<file path="config.mk">
export PLATFORM = sky130hd
export DESIGN_NAME = cdiv_n_flat
export DESIGN_NICKNAME = d
export VERILOG_FILES = /design/src/rtl/cdiv_n_pkg.sv /design/src/rtl/cdiv_n_if.sv /design/src/rtl/cdiv_n.sv /design/src/flat_wrapper.sv
export SDC_FILE = /design/constraint.sdc
export NUM_CORES = 1
export LEC_CHECK = 0
export ABC_AREA = 1
export CAP_MARGIN = 25
export CELL_PAD_IN_SITES_DETAIL_PLACEMENT = 1
export CELL_PAD_IN_SITES_GLOBAL_PLACEMENT = 2
export CORE_MARGIN = 4
export CORE_UTILIZATION = 30
export CTS_CLUSTER_SIZE = 24
export DETAILED_ROUTE_END_ITERATION = 10
export PLACE_DENSITY_LB_ADDON = 0.08
export SYNTH_ARGS = -nofsm -noshare
export SYNTH_HDL_FRONTEND = slang
export SYNTH_SLANG_ARGS = --single-unit
</file>
<file path="constraint.sdc">
create_clock -name cin -period 2.7 [get_ports cin]
set_input_delay 0.405 -clock cin [delete_from_list [all_inputs] [get_ports cin]]
set_output_delay 0.405 -clock cin [all_outputs]
set_load 0.01 [all_outputs]
</file>
<file path="src/rtl/cdiv_n_pkg.sv">
// cdiv_n_pkg: shared state encodings and constants for the programmable clock divider
package cdiv_n_pkg;

    typedef enum logic [1:0] {
        IDLE  = 2'd0,
        RUN   = 2'd1,
        DRAIN = 2'd2
    } state_t;

    localparam int MIN_DIV = 2;

endpackage

</file>
<file path="src/rtl/cdiv_n_if.sv">
// cdiv_n_if: control and status bundle between a divider client and cdiv_n
interface cdiv_n_if #(
    parameter int DIV_W = 8
);

    logic             en;
    logic [DIV_W-1:0] div;
    logic             cout;
    logic             tick;
    logic             busy;
    logic [DIV_W-1:0] div_act;

    modport master (output en, div, input cout, tick, busy, div_act);
    modport slave  (input en, div, output cout, tick, busy, div_act);

endinterface

</file>
<file path="src/rtl/cdiv_n.sv">
// cdiv_n: programmable divide-by-N clock divider with period-aligned divisor updates and glitch-free stop
module cdiv_n
    import cdiv_n_pkg::*;
#(
    parameter int DIV_W       = 8,
    parameter int DIV_DEFAULT = 2
) (
    input logic     cin,
    input logic     rstn,
    cdiv_n_if.slave bus
);

    localparam logic [DIV_W-1:0] DIV_RST = DIV_W'((DIV_DEFAULT < MIN_DIV) ? MIN_DIV : DIV_DEFAULT);

    state_t           state, state_n;
    logic [DIV_W-1:0] cnt, cnt_n;
    logic [DIV_W-1:0] div_act, div_act_n;
    logic             cout, cout_n;
    logic             tick, tick_n;
    logic             busy, busy_n;
    logic [DIV_W:0]   h, cnt_inc;
    logic [DIV_W-1:0] div_clamp;
    logic             last;

    assign bus.cout    = cout;
    assign bus.tick    = tick;
    assign bus.busy    = busy;
    assign bus.div_act = div_act;

    // register state and all outputs; reset is asynchronous so it works without a running clock
    always_ff @(posedge cin or negedge rstn) begin
        if (!rstn) begin
            state   <= IDLE;
            cnt     <= '0;
            div_act <= DIV_RST;
            cout    <= 1'b0;
            tick    <= 1'b0;
            busy    <= 1'b0;
        end else begin
            state   <= state_n;
            cnt     <= cnt_n;
            div_act <= div_act_n;
            cout    <= cout_n;
            tick    <= tick_n;
            busy    <= busy_n;
        end
    end

    // next state: a new period (and new divisor) only starts from IDLE or at the last count of a period
    always_comb begin
        h         = ({1'b0, div_act} + (DIV_W+1)'(1)) >> 1;
        cnt_inc   = {1'b0, cnt} + (DIV_W+1)'(1);
        div_clamp = (bus.div < DIV_W'(MIN_DIV)) ? DIV_W'(MIN_DIV) : bus.div;
        last      = cnt == div_act - DIV_W'(1);
        state_n   = state;
        cnt_n     = '0;
        div_act_n = div_act;
        cout_n    = 1'b0;
        tick_n    = 1'b0;
        if (state == IDLE || last) begin
            if (bus.en) begin
                state_n   = RUN;
                div_act_n = div_clamp;
                cout_n    = 1'b1;
                tick_n    = 1'b1;
            end else begin
                state_n   = IDLE;
            end
        end else begin
            state_n = bus.en ? RUN : DRAIN;
            cnt_n   = cnt_inc[DIV_W-1:0];
            cout_n  = cnt_inc < h;
        end
        busy_n = state_n != IDLE;
    end

endmodule

</file>
<file path="src/flat_wrapper.sv">
// flat-port wrapper written by rule: the top's interface ports become plain ports
module cdiv_n_flat import cdiv_n_pkg::*;
#(
    parameter int DIV_W       = 8,
    parameter int DIV_DEFAULT = 2
)
  (cin, rstn, bus_en, bus_div, bus_cout, bus_tick, bus_busy, bus_div_act);
  cdiv_n_if #(.DIV_W(DIV_W)) bus_i ();
  input logic cin;
  input logic rstn;
  input wire logic [$bits(bus_i.en)-1:0] bus_en;
  input wire logic [$bits(bus_i.div)-1:0] bus_div;
  output wire logic [$bits(bus_i.cout)-1:0] bus_cout;
  output wire logic [$bits(bus_i.tick)-1:0] bus_tick;
  output wire logic [$bits(bus_i.busy)-1:0] bus_busy;
  output wire logic [$bits(bus_i.div_act)-1:0] bus_div_act;
  assign bus_i.en = bus_en;
  assign bus_i.div = bus_div;
  assign bus_cout = bus_i.cout;
  assign bus_tick = bus_i.tick;
  assign bus_busy = bus_i.busy;
  assign bus_div_act = bus_i.div_act;
  cdiv_n #(.DIV_W(DIV_W), .DIV_DEFAULT(DIV_DEFAULT)) u_core (.cin(cin), .rstn(rstn), .bus(bus_i));
endmodule
</file>
==> metrics.txt <==
WL/cell 12.7 um; simple-gate area share of the yosys netlist 0.399; startpoint class of the critical path flop; Core Area 5140 sq um; crit path kind reg -> reg; Chip Width 80.8 um; multiplexer area fraction after synthesis 0; Max-slew headroom 0.687; Num CTS Buffers 3; die height 80.8 um; Cells after DPL 314; clk slew on worst S/H paths 0.09 ns; layout cells sized above 1 0.0927; Detailed Route Iter0 Violations 42; # IOs 22; via/cell ratio 4.46; Reg area 527 sq um; Seq/Total Area, Yosys 0.331; number of cell rows 26; multi-input logic area 892 sq um; Power Density 717 nW/um^2; Mean Syn Cell Area 7.01 sq um; n_diodes 0; DIE AREA 6530 sq um; Initial Utilization 0.310; Skew-Pair Late Insertion Delay 0.26 ns; fin crit share 0.895; Final ANT Viol Nets 0; postcts setup bufs 0; area growth from synthesis to layout 20.2%; Total Routing Usage GR 0.138; Mapped Area 1590 sq um; layout net count 270; Hold Path Class in -> async; crit path max fanout 5; Req. time, crit path 2.86 ns; Final Instance Count excl. Fillers 318; initial antenna violation count 0; fillers 708; Slew Viols, Final 0; routability congestion estimate 0.813; CTS root buf clkbuf_8; PnR Total Power 1.37 mW; Max Cap Violations 0; Port Buffers 21; vias in the first global route 1,524; largest family of logic cells by synthesized area simple AND/OR/NAND/NOR gates; Worst Tran Pin Value 0.469 ns; Pleak 0.964 nW; reg-to-reg startpoint u_core.bus.div_act[1]; routed via count 1,419; Peak VDD IR 0.272 mV; Synth Warn # 0; Final min period 2.42 ns; Clock Skew 0.00947 ns; htree depth 1; Adder-Cell Fraction of Synth Area 0.0786; first-pass GRT wire length 7.04 mm; Synth Area in Compound Gates 0.0220; RSZ-0062 raised after global routing false; status complete, no violations; Setup Viol. Count Final 0; minimum hold slack 0.480 ns; setup TNS 0 ns; Final Hold Viols 0; post-synthesis xor/xnor area fraction 0.0550; Yosys cell types 28; # DRC 0; Detailed Routing Iterations Pass 1 4; hold_buf cts 0; Post-Syn Instances 227; Clock Sinks 21; Critical Path Start u_core.bus.div_act[1]; crit path capture type flop; Worst Path Arrival 2.58 ns; Seq cells post-synth 21; CTS Buffer Depth 2; detailed placer's ending HPWL 3.36 mm; routed wire length 4.03 mm; pin count of the biggest net entering global routing 22; gr ovfl total 0; Post-Syn Nets 248; CTS tree done; FMAX 414 MHz
==> metrics by stage <==
step / setup slack [ns] / cell area (sq um) / util
after floorplan: 0.408 / 1590 / -
after global placement: 0.274 / 1860 / 0.361
after detailed placement: 0.208 / 1860 / 0.361
after CTS: 0.195 / 1900 / 0.370
after global routing: 0.0580 / 1910 / 0.372
final: 0.285 / 1910 / 0.372
==> Yosys cell counts, drive strengths merged <==
library cell   n  share of area
nand2         69           0.18
inv           36          0.085
nor2          35          0.094
dfrtp         20           0.31
nand3         18          0.057
ha            10          0.079
xor2           8          0.044
nor3           7          0.028
buf            5          0.028
nand4          5          0.020
a21oi          3         0.0094
or2            2         0.0079
xnor2          2          0.011
clkbuf         1         0.0024
dfstp          1          0.017
nand3b         1         0.0047
nor4           1         0.0039
o211ai         1         0.0047
o21a           1         0.0047
o21ai          1         0.0031
==> critical path, stage by stage (launching register included) <==
cell and delay, ns:
dfstp_2 0.60, inv_1 0.09, nor3_2 0.18, inv_1 0.07, nor2_1 0.12, inv_1 0.08
nor3_2 0.14, nand2_1 0.09, xor2_1 0.15, ha_1 0.30, nand2_1 0.05, nand3b_1 0.16
nor2_1 0.10, nand2_1 0.07, nand4_1 0.09, nand2_1 0.05
==> area by class of cell <==
| class | instances | share of cell area |
|---|---|---|
| multi-input cells | 164 | 0.466 |
| repair buffers | 23 | 0.118 |
| flip-flops and latches | 21 | 0.275 |
| clock buffers | 3 | 0.0216 |
| well taps | 70 | 0.0458 |
| clock inverters | 1 | 0.00262 |
| inverters | 36 | 0.0706 |
==> kinds of logic after synthesis <==
family / after synthesis
DFF: 21
xor gates and xnor gates: 10
adders and majority gates: 10
AOI/OAI and AO/OA: 6
and+or+nand+nor: 138
buffers and inverters: 42
==> where the power goes <==
part | switching [mW] | total, mW | internal [mW]
logic | 0.391 | 0.689 | 0.298
clock network | 0.109 | 0.211 | 0.103
registers | 0.0907 | 0.471 | 0.381
==> metal layers <==
layer	global-route usage	routed length (um)
met1	0.180	1950
met2	0.244	1980
met3	0.0133	72
met4	0.0355	22
met5	0	0
==> flip-flops by register name, summed over array words and instances, names as in the netlist <==
| name | count |
|---|---|
| u_core.bus.div_act | 8 |
| u_core.cnt | 8 |
| u_core.state | 2 |
| u_core.bus.busy | 1 |
| u_core.bus.cout | 1 |
| u_core.bus.tick | 1 |
==> what timing repair did <==
action | in CTS | in global routing
setup endpoints to repair | 0 | 1
gates resized for setup | 0 | 2
hold endpoints to repair | 0 | 0
==> worst paths after layout <==
path	endpoint	slack (ns)	cells after the start
worst max-delay path	u_core.bus.cout	0.28	15
worst max register to register	u_core.bus.cout	0.28	15
min in group cin	u_core.bus.div_act[1]	0.52	2
worst min register to register	u_core.bus.div_act[1]	0.52	2
worst min-delay path	u_core.cnt[7]	0.48	2
max in group asynchronous	u_core.bus.div_act[1]	1.92	2
==> layout by cell type, fill, tap and decap left out, drive strengths merged <==
master         instances
nand2                 69
inv                   36
nor2                  35
clkdlybuf4s50         21
dfrtp                 20
nand3                 18
ha                    10
xor2                   8
nor3                   7
nand4                  5
a21oi                  3
clkbuf                 3
xnor2                  2
or2                    2
buf                    2
o21ai                  1
o211ai                 1
o21a                   1
nand3b                 1
nor4                   1
clkinv                 1
dfstp                  1
Note: power is estimated with default switching activity, not from simulation.
